$ cat config.mk
export PLATFORM = sky130hd
export DESIGN_NAME = clk_divider_by_n
export DESIGN_NICKNAME = d
export VERILOG_FILES = /design/src/rtl/clk_divider_by_n.sv
export SDC_FILE = /design/constraint.sdc
export NUM_CORES = 1
export LEC_CHECK = 0
export CAP_MARGIN = 10
export CORE_UTILIZATION = 45
export CTS_CLUSTER_DIAMETER = 100
export DETAILED_ROUTE_END_ITERATION = 8
export GPL_ROUTABILITY_DRIVEN = 0
export GPL_TIMING_DRIVEN = 1
export PLACE_DENSITY_LB_ADDON = 0.2
export SLEW_MARGIN = 20
export SYNTH_ARGS = -nofsm -noshare
export SYNTH_HDL_FRONTEND = slang
export SYNTH_SLANG_ARGS = --single-unit
$ cat constraint.sdc
create_clock -name clk -period 9.1 [get_ports clk]
set_input_delay 2.73 -clock clk [delete_from_list [all_inputs] [get_ports clk]]
set_output_delay 2.73 -clock clk [all_outputs]
set_load 0.005 [all_outputs]
$ cat src/rtl/clk_divider_by_n.sv
// Programmable clock divider: wrapping counter, registered divided clock and period-end pulse.
// Divisor changes are staged in a pending register and applied only at a period boundary or while gated.
module clk_divider_by_n #(
   parameter int WIDTH       = 8,
   parameter int DEFAULT_DIV = 7
) (
   input  logic             clk,
   input  logic             reset,
   input  logic             i_clk_en,
   input  logic             i_count_valid,
   input  logic [WIDTH-1:0] i_div,
   input  logic             i_div_load,
   output logic             o_div_busy,
   output logic             o_div_err,
   output logic [WIDTH-1:0] o_count,
   output logic             o_count_end,
   output logic             o_div_clk
);

   if (DEFAULT_DIV < 2 || DEFAULT_DIV > (2 ** WIDTH) - 1) begin : g_bad_default_div
      $error("DEFAULT_DIV out of range for WIDTH");
   end

   localparam logic [WIDTH-1:0] DIV_MIN   = WIDTH'(2);
   localparam logic [WIDTH-1:0] DIV_RESET = WIDTH'(DEFAULT_DIV);

   typedef enum logic {
      ST_IDLE,
      ST_PENDING
   } state_t;

   state_t           state_r, state_nx;
   logic [WIDTH-1:0] div_r, div_nx;
   logic [WIDTH-1:0] pending_r, pending_nx;
   logic [WIDTH-1:0] count_nx;
   logic             err_nx;
   logic             count_end_nx;
   logic             div_clk_nx;
   logic             advance;
   logic             wrap;

   assign advance = i_clk_en & i_count_valid;
   // count < div_r always holds, so div_r-1 never underflows and count+1 never overflows.
   assign wrap    = advance && (o_count == div_r - WIDTH'(1));

   assign o_div_busy = (state_r == ST_PENDING);

   always_comb begin
      // NOTE: every signal gets a default before any branch, so no path can infer a latch.
      state_nx   = state_r;
      div_nx     = div_r;
      pending_nx = pending_r;
      err_nx     = o_div_err;
      count_nx   = o_count;

      if (advance) begin
         count_nx = wrap ? '0 : o_count + WIDTH'(1);
      end

      unique case (state_r)
         ST_IDLE: begin
            if (i_div_load) begin
               if (i_div >= DIV_MIN) begin
                  pending_nx = i_div;
                  err_nx     = 1'b0;
                  state_nx   = ST_PENDING;
               end else begin
                  err_nx = 1'b1;
               end
            end
         end
         ST_PENDING: begin
            // Loads are ignored here; the staged divisor lands at a period boundary only.
            if (!i_clk_en) begin
               div_nx   = pending_r;
               count_nx = '0;
               state_nx = ST_IDLE;
            end else if (wrap) begin
               div_nx   = pending_r;
               state_nx = ST_IDLE;
            end
         end
         default: state_nx = ST_IDLE;
      endcase

      count_end_nx = wrap;
      // Compare against the values the flops will hold, so o_div_clk tracks o_count in the same cycle.
      div_clk_nx   = (count_nx >= (div_nx >> 1));
   end

   always_ff @(posedge clk) begin
      // NOTE: reset is synchronous, so it lives inside the clocked branch and wins over all other updates.
      if (reset) begin
         state_r     <= ST_IDLE;
         div_r       <= DIV_RESET;
         pending_r   <= DIV_RESET;
         o_div_err   <= 1'b0;
         o_count     <= '0;
         o_count_end <= 1'b0;
         o_div_clk   <= 1'b0;
      end else begin
         // NOTE: non-blocking assignments keep every flop sampling pre-edge values.
         state_r     <= state_nx;
         div_r       <= div_nx;
         pending_r   <= pending_nx;
         o_div_err   <= err_nx;
         o_count     <= count_nx;
         o_count_end <= count_end_nx;
         o_div_clk   <= div_clk_nx;
      end
   end

endmodule

; After elaboration in Yosys (flattened, before gate mapping)
; Index checks and enable logic that the tools add are counted.
[classes]
n_addsub = 2
n_lt_le_gt_ge = 2
n_eq_ne = 2
muxes = 13
n_bitwise = 2
n_reduce_logical = 4
[ops]
columns = op, n
row1 = $mux W8, 7
row2 = $add A8 B1 Y8 const B, 1
row3 = $eq A8 B8 Y1, 1
row4 = $ge A8 B2 Y1 const B, 1
row5 = $ge A8 B7 Y1, 1
row6 = $sub A8 B1 Y8 const B, 1
row7 = $mux W1, 5
row8 = $reduce_and A2 Y1, 2
row9 = $reduce_and A3 Y1, 1
row10 = $ne A2 B1 Y1 const B, 1
row11 = $pmux W1 S2, 1
row12 = $and A1 B1 Y1, 1
row13 = $logic_and A1 B1 Y1, 1
row14 = $not A1 Y1, 1
[totals]
register_bits = 28
inputBits = 13
output_inout_bits = 12
wordCells = 33

; Logic depth before layout (Yosys ltp)
[logic_depth]
depth_word = 8
depth_mapped = 16
mapped_depth_nobuf = 15

; Worst setup path after synthesis
; Ideal clock, no wire load.
[synth_timing]
kind = input to register
start = input port i_count_valid
end = register o_div_clk
setup_ns = 0.132
t_arrival_ns = 5.144
slack_ns = 3.824
path_stages = 14
cell_sequence = nand2_1 -> a2111o_1 -> a211oi_2 -> o211ai_2 -> a21oi_4 -> buf_12 -> mux2i_1 -> ha_1 -> nand2b_1 -> a21o_1 -> a21o_1 -> a21o_1 -> a31oi_1 -> o32ai_1
[synth_lines]
columns = item, line
row1 = from (decl), 10  ; input logic i_count_valid,
row2 = $and A1 B1 Y1, 42  ; assign advance = i_clk_en & i_count_valid;
row3 = $logic_and A1 B1 Y1, 44  ; assign wrap = advance && (o_count == div_r - WIDTH'(1));
row4 = $mux W8, 78  ; end else if (wrap) begin
row5 = $mux W8, 74  ; if (!i_clk_en) begin
row6 = $mux W8, 60  ; unique case (state_r)
row7 = named net div_nx[1], 33  ; logic [WIDTH-1:0] div_r, div_nx;
row8 = $ge A8 B7 Y1, 88  ; div_clk_nx = (count_nx >= (div_nx >> 1));
row9 = to (signal assigned), 109  ; o_div_clk <= div_clk_nx;
row10 = to (decl), 17  ; output logic o_div_clk
; The timed path passes the listed nets, and every way through them passes these cells. The select of a mux whose other input is x is not followed.
; A chain may end at the register's enable or synchronous reset.

; Worst setup path after layout
[layout_timing]
start = input port i_clk_en
end = register o_div_clk
[layout_lines]
columns = item, line
row1 = from (decl), 9  ; input logic i_clk_en,
row2 = $and A1 B1 Y1, 42
row3 = $logic_and A1 B1 Y1, 44
row4 = $mux W8, 78
row5 = $mux W8 *, 74
row6 = $mux W8 *, 60
row7 = named net div_nx[1], 33
row8 = $ge A8 B7 Y1 *, 88
; Mark *: on every way through the listed nets, which the timed path passes. The rest lies on a longest branch. The select of a mux whose other input is x is not followed.

==> qor.yml <==
crit_path_max_fanout: 15
synth-main-ff-cell: "dfxtp_1"
netlist.area_leader.share_pct: 34.3
start_util_pct: 47.9
die-area_um2: 3880
nets: 227
dr.max_layer_used: "met4"
cts_sinks: 28
dr.pass1.iters: 4
root_buffer: "clkbuf_4"
n_antenna_cell: 0
cts_buffers: 3
io_pins: 25
ys_ff_latch: 28
crit_required_ns: 9.30
rows: 21
ant_nets: 0
cts_tree: "yes"
synth_xor_area_share_pct: 8.56
post_cts_buffers: 0
muxShareOfSynthArea_pct: 11.6
yosys_warnings: 0
vdd_drop_max_v: 0.0000739
slew_headroom_pct: 38.1
clk_pin_slew_ns: 0.16
yosys-top-cells-count: "30 x nor2_1, 28 x dfxtp_1, 19 x mux2i_1"
core_area_um2: 3420
postSynthAreaPerCell_um2: 8.94
htree_levels: 1
tightest_slew_ns: 0.926
antenna_found_initial: 0
io_buffers: 24
drc: 0
synth_compound_area_share_pct: 11.8
p_leak_nw: 0.761
hold_viol: 0
crit_arrival_ns: 6.07
finalInstanceArea_um2: 1920
synth_area_leader_cell: "dfxtp_1"
grt_pass1_vias: 1283
syn-num-nets: 205
layout-drive-gt1-share_pct: 5.39
routed_via_density: 5.17
postCtsResizedCells: 0
drt-initial-drc-count: 47
syn-cell-area_um2: 1640
wl_met3_um: 51
status: "finished clean"
synth_cell_types: 35
tns_ns: 0
fin_crit_ns: 5.87
grtUsageTotal_pct: 18.2
hold_buffers: 0
skew_ns: 0.0114
endpoint_kind: "register"
timing.final.crit_share_pct: 64.5
worstSetupPathType: "in2reg"
via_count: 1293
dieHeight_um: 62.3
setup_viol: 0
yosysSeqAreaShare_pct: 34.3
hp-class: "reg2reg"
synth.most_common_cell: "nor2_1"
max_freq_mhz: 170
die_width_um: 62.3
drt-met1-wl_mm: 1.72
fillers: 320
synthAdderAreaFrac_pct: 6.88
grt_max_degree: 31
grt_pass1_wl_mm: 5.71
area_growth_pct: 17.6
dpl-instance-area_um2: 1890
syn_inst: 183
synth.area.top_cells: "dfxtp_1 34%, mux2i_1 12%, ha_1 6.9%"
clock_latency_ns: 0.33
synth_top_family_by_area: "simple AND/OR/NAND/NOR gates"
power_density_nw_per_um2: 119
report.final.slew_viol_count: 0
routed_wl_mm: 3.42
synth_edf_count: 0
ys_async_sr_fraction_pct: 0
overflow: 0
cts_max_path_buffers: 2
maxCapViolations: 0
dp_hpwl_mm: 2.62
critPathLaunchType: "input pin"
wl_met2_mm: 1.63
routedWlPerCell_um: 13.7
synth-simple-area-share_pct: 22.7
grt_setup_unrepaired: "no"
[power by group]
group	switching (W)	leakage, nW	internal, W
Combinational	0.0000158	0.512	0.0000190
Sequential	0.00000455	0.228	0.000127
Clock	0.0000374	0.0210	0.0000245
[cells in the final DEF, fill, tap and decap left out, drive strengths merged, types with 5 or more instances in the layout]
cell type      Yosys  final
nor2              30     30
dfxtp             28     28
clkdlybuf4s50      0     24
mux2i             19     19
nand2b            12     12
xor2               9      9
ha                 9      9
nand2              7      7
xnor2              7      7
o21ai              5      5
nor2b              5      5
[cell families after synthesis]
logic type | Yosys count
simple gates | 74
flops | 28
compound gates | 25
mux | 19
xor+xnor | 16
buf+inv | 12
fa+ha+maj | 9
[critical path: stages]
cell,delay (ns)
clkdlybuf4s50_1,0.59
nand2_1,0.08
a2111o_1,0.30
a211oi_2,0.17
o211ai_2,0.21
a21oi_4,0.57
mux2i_1,0.26
ha_1,0.24
nand2b_1,0.14
a21o_1,0.17
a21o_1,0.16
a21o_1,0.17
a31oi_1,0.16
o32ai_1,0.10
[through the flow]
stage	setup WS, ns	total power [W]	instances	util [%]	hold WS, ns
after global routing	3.05	0.000239	250	56.3	0.529
after detailed placement	2.86	0.000169	246	55.3	0.479
after CTS	3.24	0.000230	250	56.3	0.502
after global placement	2.96	0.000168	246	55.3	0.478
final	3.23	0.000228	250	56.3	0.497
after floorplan	3.82	0.000156	183	-	0.464
[layout make-up]
cell class | instances | area (um2) | area share, %
clock buffers | 4 | 36.3 | 1.89
inverters | 4 | 15.0 | 0.780
multi-input cells | 143 | 1010 | 52.3
flip-flops and latches | 28 | 561 | 29.1
well taps | 46 | 57.6 | 2.99
repair buffers | 25 | 248 | 12.9
[state kept, by name, summed over array words and instances, names as in the netlist]
register	count
div_r	8
o_count	8
o_count_end	1
o_div_busy	1
o_div_clk	1
o_div_err	1
pending_r	8
[metal layers]
metal	vias to the layer above	track usage (%)
met5	-	0
met3	2	2.39
met2	13	30.5
met1	602	24.4
li1	676	-
met4	0	5.23
[worst paths after layout]
path / start / to / slack (ns) / depth (start not counted)
max reg2reg: div_r[0]$_SDFFE_PP1P_ / o_div_clk$_SDFF_PP0_ / 5.22 / 15
min reg2reg: o_div_err$_SDFFE_PP0P_ / o_div_err$_SDFFE_PP0P_ / 0.50 / 2
min: o_div_err$_SDFFE_PP0P_ / o_div_err$_SDFFE_PP0P_ / 0.50 / 2
max: i_clk_en / o_div_clk$_SDFF_PP0_ / 3.23 / 14
No activity file was read; power rests on OpenSTA's default activity.
